**src/rtl/snk68_bus_pkg.sv**
```systemverilog
// Shared types and per-PCB region tables for the SNK 68K bus region decoder.
// Table entries use the same base/mask/wait/dir layout as the runtime region ports.
package snk68_bus_pkg;

    typedef enum logic [2:0] {
        ST_IDLE,
        ST_DECODE,
        ST_WAIT,
        ST_ACK,
        ST_MISS,
        ST_BERR
    } state_e;

    typedef enum logic [1:0] {
        PCB_RUNTIME,
        PCB_A7007_A8007,
        PCB_A7008,
        PCB_A7008_SS
    } pcb_e;

    localparam int TBL_AW     = 24;
    localparam int TBL_WAIT_W = 4;
    localparam int DIR_W      = 2;
    localparam int CNT_W      = 16;

    localparam logic [1:0] DIR_RD = 2'b01;
    localparam logic [1:0] DIR_WR = 2'b10;
    localparam logic [1:0] DIR_RW = 2'b11;

    typedef struct packed {
        logic [TBL_AW-1:0]     base;
        logic [TBL_AW-1:0]     mask;
        logic [TBL_WAIT_W-1:0] wait_cnt;
        logic [DIR_W-1:0]      dir;
    } region_t;

    function automatic region_t mk(logic [23:0] b, logic [23:0] m, logic [3:0] w, logic [1:0] d);
        return '{base: b, mask: m, wait_cnt: w, dir: d};
    endfunction

    // Unlisted slots keep dir=0, so they can never hit.
    function automatic region_t pcb_region(pcb_e pcb, int idx);
        region_t r = '0;
        case (pcb)
            PCB_A7007_A8007: case (idx)
                0: r = mk(24'h000000, 24'hFC0000, 4'd0, DIR_RD);
                1: r = mk(24'h040000, 24'hFFC000, 4'd0, DIR_RW);
                2: r = mk(24'h080000, 24'hFFF000, 4'd1, DIR_RD);
                3: r = mk(24'h080000, 24'hFFF000, 4'd1, DIR_WR);
                4: r = mk(24'h0F0000, 24'hFFF000, 4'd1, DIR_RD);
                5: r = mk(24'h100000, 24'hFFF000, 4'd1, DIR_RW);
                6: r = mk(24'h200000, 24'hFFC000, 4'd1, DIR_RW);
                7: r = mk(24'h400000, 24'hFFF000, 4'd0, DIR_RW);
                default: ;
            endcase
            PCB_A7008: case (idx)
                0: r = mk(24'h000000, 24'hFC0000, 4'd0, DIR_RD);
                1: r = mk(24'h040000, 24'hFFC000, 4'd0, DIR_RW);
                2: r = mk(24'h080000, 24'hFFF000, 4'd1, DIR_RD);
                3: r = mk(24'h080000, 24'hFFF000, 4'd1, DIR_WR);
                4: r = mk(24'h0C0000, 24'hFFF000, 4'd1, DIR_RD);
                5: r = mk(24'h100000, 24'hFFF800, 4'd1, DIR_RW);
                6: r = mk(24'h200000, 24'hFF8000, 4'd2, DIR_RW);
                7: r = mk(24'h400000, 24'hFFF000, 4'd0, DIR_RW);
                default: ;
            endcase
            PCB_A7008_SS: case (idx)
                0: r = mk(24'h000000, 24'hFC0000, 4'd0, DIR_RD);
                1: r = mk(24'h040000, 24'hFFC000, 4'd0, DIR_RW);
                2: r = mk(24'h080000, 24'hFFF000, 4'd1, DIR_RD);
                3: r = mk(24'h080000, 24'hFFF000, 4'd1, DIR_WR);
                4: r = mk(24'h0C0000, 24'hFFF000, 4'd1, DIR_RD);
                5: r = mk(24'h200000, 24'hFF8000, 4'd2, DIR_RW);
                6: r = mk(24'h400000, 24'hFFF000, 4'd0, DIR_RW);
                default: ;
            endcase
            default: ;
        endcase
        return r;
    endfunction

endpackage

```
**src/rtl/m68k_region_decoder_prio_match.sv**
```systemverilog
// Combinational region match: per-region hit vector reduced to the lowest hitting index.
module region_prio_match
    import snk68_bus_pkg::*;
#(
    parameter int NREG = 16,
    parameter int AW   = 24,
    parameter int IW   = $clog2(NREG)
) (
    input  logic [AW-1:0]      lat_a,
    input  logic               lat_rw,
    input  logic [NREG*AW-1:0] base,
    input  logic [NREG*AW-1:0] mask,
    input  logic [NREG*2-1:0]  dir,
    output logic               hit,
    output logic [IW-1:0]      idx
);

    always_comb begin
        // NOTE: outputs get defaults before the loop so no path leaves them unassigned (no latch).
        hit = 1'b0;
        idx = '0;
        // Scanning downwards lets the lowest matching index be the last one written.
        for (int i = NREG - 1; i >= 0; i--) begin
            if ((((lat_a ^ base[i*AW +: AW]) & mask[i*AW +: AW]) == '0) &&
                (lat_rw ? dir[2*i] : dir[2*i+1])) begin
                hit = 1'b1;
                idx = IW'(i);
            end
        end
    end

endmodule

```
**src/rtl/m68k_region_decoder.sv**
```systemverilog
// Registered 68K chip-select decoder: base/mask regions, per-region DTACK wait states,
// and a /BERR timeout for unmapped accesses.
module m68k_region_decoder
    import snk68_bus_pkg::*;
#(
    parameter int   NREG    = 16,
    parameter int   AW      = 24,
    parameter int   WAIT_W  = 4,
    parameter int   TIMEOUT = 64,
    parameter pcb_e PCB     = PCB_RUNTIME
) (
    input  logic                       clk,
    input  logic                       reset,
    input  logic [AW-1:0]              m68k_a,
    input  logic                       m68k_as_n,
    input  logic                       m68k_rw,
    input  logic [NREG*AW-1:0]         region_base,
    input  logic [NREG*AW-1:0]         region_mask,
    input  logic [NREG*WAIT_W-1:0]     region_wait,
    input  logic [NREG*2-1:0]          region_dir,
    output logic [NREG-1:0]            cs,
    output logic [$clog2(NREG)-1:0]    region_idx,
    output logic                       hit,
    output logic                       dtack_n,
    output logic                       berr_n,
    output logic                       busy
);

    localparam int IW = $clog2(NREG);

    logic [NREG*AW-1:0]     tbl_base, tbl_mask;
    logic [NREG*WAIT_W-1:0] tbl_wait;
    logic [NREG*2-1:0]      tbl_dir;

    if (PCB == PCB_RUNTIME) begin : g_runtime
        assign tbl_base = region_base;
        assign tbl_mask = region_mask;
        assign tbl_wait = region_wait;
        assign tbl_dir  = region_dir;
    end else begin : g_pcb
        for (genvar i = 0; i < NREG; i++) begin : g_ent
            localparam region_t R = pcb_region(PCB, i);
            assign tbl_base[i*AW +: AW]         = AW'(R.base);
            assign tbl_mask[i*AW +: AW]         = AW'(R.mask);
            assign tbl_wait[i*WAIT_W +: WAIT_W] = WAIT_W'(R.wait_cnt);
            assign tbl_dir[i*2 +: 2]            = R.dir;
        end
    end

    state_e            state_q, state_d;
    logic [CNT_W-1:0]  cnt_q, cnt_d;
    logic [NREG-1:0]   cs_q, cs_d;
    logic [IW-1:0]     idx_q, idx_d;
    logic              hit_q, hit_d;
    logic              dtack_n_q, dtack_n_d;
    logic              berr_n_q, berr_n_d;
    logic [AW-1:0]     lat_a_q, lat_a_d;
    logic              lat_rw_q, lat_rw_d;
    logic              in_as_n_q, in_as_n_d;
    logic [AW-1:0]     in_a_q, in_a_d;
    logic              in_rw_q, in_rw_d;

    logic              m_hit;
    logic [IW-1:0]     m_idx;
    logic [WAIT_W-1:0] m_wait;
    logic              go_idle;

    region_prio_match #(.NREG(NREG), .AW(AW), .IW(IW)) u_match (
        .lat_a  (lat_a_q),
        .lat_rw (lat_rw_q),
        .base   (tbl_base),
        .mask   (tbl_mask),
        .dir    (tbl_dir),
        .hit    (m_hit),
        .idx    (m_idx)
    );

    assign m_wait = tbl_wait[m_idx*WAIT_W +: WAIT_W];

    always_comb begin
        state_d   = state_q;
        cnt_d     = cnt_q;
        cs_d      = cs_q;
        idx_d     = idx_q;
        hit_d     = hit_q;
        dtack_n_d = dtack_n_q;
        berr_n_d  = berr_n_q;
        lat_a_d   = lat_a_q;
        lat_rw_d  = lat_rw_q;
        in_as_n_d = m68k_as_n;
        in_a_d    = m68k_a;
        in_rw_d   = m68k_rw;
        go_idle   = 1'b0;

        case (state_q)
            ST_IDLE: begin
                // Start from the registered strobe; release/abort below use the live one.
                if (!in_as_n_q) begin
                    lat_a_d  = in_a_q;
                    lat_rw_d = in_rw_q;
                    state_d  = ST_DECODE;
                end
            end
            ST_DECODE: begin
                if (m68k_as_n) begin
                    go_idle = 1'b1;
                end else if (m_hit) begin
                    cs_d  = NREG'(1) << m_idx;
                    idx_d = m_idx;
                    hit_d = 1'b1;
                    cnt_d = CNT_W'(m_wait);
                    if (m_wait == '0) begin
                        state_d   = ST_ACK;
                        dtack_n_d = 1'b0;
                    end else begin
                        state_d = ST_WAIT;
                    end
                end else begin
                    cs_d    = '0;
                    hit_d   = 1'b0;
                    cnt_d   = CNT_W'(TIMEOUT - 1);
                    state_d = ST_MISS;
                end
            end
            ST_WAIT: begin
                if (m68k_as_n) begin
                    go_idle = 1'b1;
                end else if (cnt_q == CNT_W'(1)) begin
                    state_d   = ST_ACK;
                    dtack_n_d = 1'b0;
                end else begin
                    cnt_d = cnt_q - CNT_W'(1);
                end
            end
            ST_MISS: begin
                if (m68k_as_n) begin
                    go_idle = 1'b1;
                end else if (cnt_q == '0) begin
                    state_d  = ST_BERR;
                    berr_n_d = 1'b0;
                end else begin
                    cnt_d = cnt_q - CNT_W'(1);
                end
            end
            ST_ACK, ST_BERR: begin
                if (m68k_as_n) go_idle = 1'b1;
            end
            default: state_d = ST_IDLE;
        endcase

        if (go_idle) begin
            state_d   = ST_IDLE;
            cnt_d     = '0;
            cs_d      = '0;
            idx_d     = '0;
            hit_d     = 1'b0;
            dtack_n_d = 1'b1;
            berr_n_d  = 1'b1;
        end
    end

    // NOTE: sequential state uses <= so every flop samples pre-edge values.
    always_ff @(posedge clk) begin
        if (reset) begin
            state_q   <= ST_IDLE;
            cnt_q     <= '0;
            cs_q      <= '0;
            idx_q     <= '0;
            hit_q     <= 1'b0;
            dtack_n_q <= 1'b1;
            berr_n_q  <= 1'b1;
            lat_a_q   <= '0;
            lat_rw_q  <= 1'b1;
            in_as_n_q <= 1'b1;
            in_a_q    <= '0;
            in_rw_q   <= 1'b1;
        end else begin
            state_q   <= state_d;
            cnt_q     <= cnt_d;
            cs_q      <= cs_d;
            idx_q     <= idx_d;
            hit_q     <= hit_d;
            dtack_n_q <= dtack_n_d;
            berr_n_q  <= berr_n_d;
            lat_a_q   <= lat_a_d;
            lat_rw_q  <= lat_rw_d;
            in_as_n_q <= in_as_n_d;
            in_a_q    <= in_a_d;
            in_rw_q   <= in_rw_d;
        end
    end

    assign cs         = cs_q;
    assign region_idx = idx_q;
    assign hit        = hit_q;
    assign dtack_n    = dtack_n_q;
    assign berr_n     = berr_n_q;
    assign busy       = (state_q != ST_IDLE);

endmodule

```
**config.mk**
```make
export PLATFORM = sky130hd
export DESIGN_NAME = m68k_region_decoder
export DESIGN_NICKNAME = d
export VERILOG_FILES = /design/src/rtl/snk68_bus_pkg.sv /design/src/rtl/m68k_region_decoder_prio_match.sv /design/src/rtl/m68k_region_decoder.sv
export SDC_FILE = /design/constraint.sdc
export NUM_CORES = 1
export LEC_CHECK = 0
export BUFFER_PORTS_ARGS = -buffer_cell sky130_fd_sc_hd__buf_4
export CORE_AREA = 2 2 360 362
export CTS_BUF_LIST = sky130_fd_sc_hd__clkbuf_8
export DETAILED_ROUTE_END_ITERATION = 8
export DIE_AREA = 0 0 362 364
export HOLD_SLACK_MARGIN = 0.12
export PLACE_DENSITY_LB_ADDON = 0.1
export SYNTH_ARGS = -nofsm -noshare
export SYNTH_HDL_FRONTEND = slang
export SYNTH_SLANG_ARGS = --single-unit
export TNS_END_PERCENT = 50
```
**constraint.sdc**
```tcl
create_clock -name clk -period 6 [get_ports clk]
set_input_delay 1.2 -clock clk [delete_from_list [all_inputs] [get_ports clk]]
set_output_delay 1.2 -clock clk [all_outputs]
set_load 0.01 [all_outputs]
```
Word-level counts from Yosys, hierarchy flattened --
Cells that the tools add are included.
Word-level totals: input bits 892, register bits after elaboration 93, output and inout bits 24, logic and storage cells 188
Operators by class: add/sub/neg operators 1, reductions and logical operators 48, shift operators 2, mux-type cells 74, equality and inequality tests 16, bitwise gates (word level) 35
Operators by type and width (count):
- 24-bit AND | 16
- 24-bit zero test | 16
- 24-bit bitwise XOR | 16
- 16-bit two-way mux | 6
- 4-bit two-way mux | 16
- 64-bit by 7-bit indexed part select with 4-bit output | 1
- 16-bit one-hot mux with 3 select lines | 1
- 1-bit two-way mux | 41
- 3-bit two-way mux | 7
- 2-bit inequality test (second input constant) | 10
- 16-bit by 1-bit == test with 1-bit output (second input constant) | 1
- 1-bit logical AND | 16
- 16-bit zero test | 1
- 1-bit by 4-bit left shift with 16-bit output (first input constant) | 1
- 16-bit by 1-bit subtractor with 16-bit output (second input constant) | 1
- 3-bit one-hot mux with 5 select lines | 1
- 6-bit AND reduction | 2
- 7-bit AND reduction | 1
- 3-bit by 2-bit == test with 1-bit output (second input constant) | 2
- 3-bit == test (second input constant) | 2
- 6-bit two-way mux | 1
- 3-bit AND reduction | 2
- 3-bit nonzero test | 2
- 5-bit OR reduction | 1
- other kinds (8) | 12

Logic depth before layout (Yosys ltp) --
word-level depth 26, mapped depth 16, gate-level depth less buffers 13

Hierarchy --
Synthesis repeated with hierarchy kept, for this count alone.
Second synthesis, totals: cell total of the unflattened synthesis 1408, area total of the unflattened synthesis 11333.4 µm²
By module, submodules not included:
- region_prio_match | area an instance 7191.9 µm², instances 1, cells each 956
- m68k_region_decoder | area an instance 4141.5 µm², instances 1, cells each 452

Worst setup path after synthesis --
No wires, ideal clock.
path kind input to register, start input region_base[343], end register dtack_n_q, in the netlist dtack_n, stages 13, path slack 1632 ps, setup time 115 ps, path buffers 1, arrival time 4253 ps, cells stage by stage xor2_1 > a22oi_1 > nand4_1 > or4_4 > a211oi_2 > o32ai_2 > buf_6 > a21oi_4 > mux2_2 > a2111oi_4 > nor4b_2 > a2111o_1 > o21ba_1
On the way: word-level cells in the longest chain between the ends 23, elaborated cells between the ends (all ways) 39
Ends and longest elaborated chain:
- start, declared | line m68k_region_decoder.sv:17 | input logic [NREG*AW-1:0] region_base,
- 24-bit bitwise XOR (*) | line m68k_region_decoder_prio_match.sv:24 | if ((((lat_a ^ base[i*AW +: AW]) & mask[i*AW +: AW]) == '0) &&
- 24-bit AND (*) | line m68k_region_decoder_prio_match.sv:24
- 24-bit zero test (*) | line m68k_region_decoder_prio_match.sv:24
- 1-bit logical AND (*) | line m68k_region_decoder_prio_match.sv:24
- 4-bit two-way mux (15 in series) | line m68k_region_decoder_prio_match.sv:24
- 64-bit by 7-bit indexed part select with 4-bit output | line m68k_region_decoder.sv:78 | assign m_wait = tbl_wait[m_idx*WAIT_W +: WAIT_W];
- 4-bit zero test | line m68k_region_decoder.sv:112 | if (m_wait == '0) begin
- 2-bit inequality test (no line)
- 6-bit AND reduction (no line) (*)
- end signal, assigned | line m68k_region_decoder.sv:183 | dtack_n_q <= dtack_n_d;
- end, declared | line m68k_region_decoder.sv:55 | logic dtack_n_q, dtack_n_d;
Every way passes the cells marked *; elsewhere a longest branch is shown, timed or not. A chain may end at the register's enable or synchronous reset.

Final worst setup path --
start register lat_a_q[6], end register state_q[0]
On the way: word-level cells in the longest chain between the ends 26, elaborated cells between the ends (all ways) 102
Ends and longest elaborated chain:
- start, declared | line m68k_region_decoder.sv:57 | logic [AW-1:0] lat_a_q, lat_a_d;
- start signal, assigned | line m68k_region_decoder.sv:185 | lat_a_q <= lat_a_d;
- 24-bit bitwise XOR | line m68k_region_decoder_prio_match.sv:24
- 24-bit AND | line m68k_region_decoder_prio_match.sv:24
- 24-bit zero test | line m68k_region_decoder_prio_match.sv:24
- 1-bit logical AND | line m68k_region_decoder_prio_match.sv:24
- 4-bit two-way mux (16 in series) | line m68k_region_decoder_prio_match.sv:24
- 64-bit by 7-bit indexed part select with 4-bit output | line m68k_region_decoder.sv:78
- 4-bit zero test | line m68k_region_decoder.sv:112
- 1-bit two-way mux | line m68k_region_decoder.sv:112
- 3-bit two-way mux (*) | line m68k_region_decoder.sv:107 | end else if (m_hit) begin
- 3-bit two-way mux (*) | line m68k_region_decoder.sv:105 | if (m68k_as_n) begin
- 3-bit one-hot mux with 5 select lines (*) | line m68k_region_decoder.sv:95 | case (state_q)
- end signal, assigned | line m68k_region_decoder.sv:178 | state_q <= state_d;
- end, declared | line m68k_region_decoder.sv:50 | state_e state_q, state_d;
Every way passes the cells marked *; elsewhere a longest branch is shown, timed or not. The select of a mux whose other input is x is not followed.

==> results.ini <==
[synthesis]
synth_area_sq_um = 12560
async_flop_share_pct = 0
synth_top_flop_cell = dfxtp_1
postSynthCellCount = 1605
synth-seq-cells = 93
synth_area_per_cell_sq_um = 7.827
synth_edf_count = 0
yosysSeqAreaShare_pct = 14.82
synth_nets = 2500
ys_types = 68
synth_warnings = 0

[floorplan]
pin_count = 916
fp.dieW_um = 362
fp.dieH_um = 364
start_util_pct = 9.789
die_area_sq_um = 131800
rows = 132
coreArea_sq_um = 128300

[critical_path]
path_buf_inv = 1
ff2ff_path_depth = 12
reg2reg_from = lat_a_q[6]
worstSetupEndpointType = flop
critPathMaxFanout = 12
crit_path_end = state_q[0]
r2r_slack_ps = 880
worstSetupPathDepth = 12
crit_chain = buf_4, xor2_1, a22oi_1, nand4_1, nor4_2, nor2_1, a21oi_2, a2111oi_0, or4_1, nor4b_2, a2111o_1, o22ai_1
worst_ep_arrival_time_ps = 5410
slowest_delay_ps = 890
cp-start-kind = flop
cp.required_ps = 6300
critPathSlowestCell = nor4_2
regToRegEndpoint = state_q[0]
critical_path_class = reg -> reg
critPathTopFamily = simple AND/OR/NAND/NOR gates
worstSetupStartpoint = lat_a_q[6]

[sta]
slew_viol_final = 0
hold_slack_ps = 438.4
fin_setup_tns_ps = 0
setup_violations = 0
rsz0062_at_grt = no
clock.fmax_ghz = 0.1954
relSlewSlack_pct = 23.89
tightest_slew_ps = 1131
finalHoldViolations = 0
post-route-period-util_pct = 85.29
fin_skew_ps = 21.97
fin_ws_ps = 882.6
min_period_ps = 5117

[layout]
layout_commonest_cell = buf_4
num-fill-cells = 14670
drive_gt1_share_pct = 43.04
multi_input_comb_area_sq_um = 10110
fin_nets = 3432
final_cell_mix = buf_4 (984), xor2_1 (387), a22oi_1 (327)
layout.cells.non_filler = 4227
area_delta_synth_final_pct = 75.82
area.sequential_sq_um = 1893

[placement]
placed_cells = 4201
port_buffers = 915
preCtsSetupSlack_ps = 416.1
gp_routability_congestion = 0.9697
dp.final_hpwl_mm = 125.1

[global_routing]
antenna_found_initial = 27
grt-ovfl-total = 0
grt_max_degree = 54
grt_pass1_wl_mm = 181.5
grt_use_total_pct = 20.72
grt_pass1_vias = 18470

[clocking]
cts-htree-levels = 3
cts_made_buffers = 9
cts_tree = yes
ctsHoldBuffers = 0
postCtsSetupBuffers = 0
insertion_delay_ps = 410
clkTransAtPathRegs_ps = 110
root_buffer = clkbuf_8
cts_resized = 0
clkSinkCount = 93
clk_path_buf_depth = 2

[status]
outcome = complete, no violations

[drt]
viasPerCell = 4.136
routedWlPerCell_um = 33.93
vias = 17480
drt_first_pass_iters = 5
drc = 0
wirelength_mm = 143.4
postRouteAntennaNets = 0
drt_iter0_drc = 1375

[min_path]
worstHoldPathType = reg -> reg

[pwr]
p_leak_nw = 10.51
irDropWorstVdd_uv = 129.5
power_density_nw_per_um2 = 136.8

[run]
maxCapViolCount = 0

-- cell families after synthesis --
family	Yosys count	share of synthesized area, %
AOI/OAI and AO/OA	495	28.70
and+or+nand+nor	492	20.02
xor gates and xnor gates	392	27.33
buffers and inverters	93	5.239
DFF	93	14.82
muxes	37	3.596
adders and majority gates	3	0.2988
-- cells in the mapped netlist (all sizes together), types with 5 or more instances --
cell type	instances	area [sq um]
a2111oi	8	108.9
a211o	5	43.79
a211oi	10	90.09
a21oi	87	450.4
a221oi	6	52.55
a22o	6	52.55
a22oi	328	2467
buf	56	519.2
clkbuf	20	75.07
dfxtp	93	1862
inv	17	63.81
mux2	5	56.30
mux2i	26	260.3
mux4	6	135.1
nand2	176	660.6
nand3	30	150.1
nand4	81	513.0
nor2	76	287.8
nor2b	29	181.4
nor3	24	125.1
nor4	37	317.8
o21ai	17	85.08
or2	9	56.30
or4	11	86.33
xnor2	5	43.79
xor2	387	3390
-- metrics by stage --
step | power [mW] | area, sq um | util (%)
floorplan | 1.452 | 12560 | -
global placement | 2.502 | 21810 | 17.00
detailed placement | 2.480 | 21810 | 17.00
CTS | 3.064 | 22060 | 17.19
global route | 3.199 | 22080 | 17.21
finish | 3.021 | 22090 | 17.21
-- worst reg2reg max path, delay by kind of cell (launching register included) --
family          cells  cell delay [ps]
compound gates      5             1330
simple gates        5             2420
xor+xnor            1              110
buf+inv             1              340
flops               1              790
-- worst min path at each step --
stage,start,endpoint,slack [ps],cells after the start
global placement,in_a_q[22],lat_a_q[22],420,2
floorplan,in_rw_q,lat_rw_q,420,2
global route,in_a_q[14],lat_a_q[14],460,2
detailed placement,in_a_q[14],lat_a_q[14],420,2
CTS,in_a_q[14],lat_a_q[14],440,2
finish,in_a_q[14],lat_a_q[14],440,2
-- power breakdown --
| part | leakage [nW] | internal [mW] | switching, mW |
|---|---|---|---|
| registers | 0.770 | 0.664 | 0.0775 |
| logic | 9.61 | 0.764 | 0.954 |
| clock network | 0.127 | 0.284 | 0.277 |
| total | 10.5 | 1.71 | 1.31 |
-- sequential cells by signal, summed over array words and instances, names as in the netlist --
register	cells
lat_a_q	24
cs	16
dtack_n	1
region_idx	4
berr_n	1
in_a_q	24
hit	1
state_q	3
in_as_n_q	1
cnt_q	16
lat_rw_q	1
in_rw_q	1
-- routing by layer --
| metal | track usage (%) | vias to the layer above | wire (um) |
|---|---|---|---|
| met1 | 25.93 | 8800 | 61370 |
| met3 | 2.888 | 96 | 6203 |
| met4 | 3.023 | 16 | 1778 |
| li1 | - | 7930 | - |
| met5 | 0 | - | 101 |
| met2 | 38.07 | 639 | 73970 |
-- layout make-up --
cell class                      count  share of cell area, %
Clock inverter                      7                 0.5778
Clock buffer                        9                 0.5608
Timing Repair Buffer              997                  34.62
Multi-Input combinational cell   1419                  45.77
Antenna cell                       10                 0.1133
Inverter                           17                 0.2889
Sequential cell                    93                  8.571
Tap cell                         1675                  9.489
Note: power is estimated with default switching activity, not from simulation.
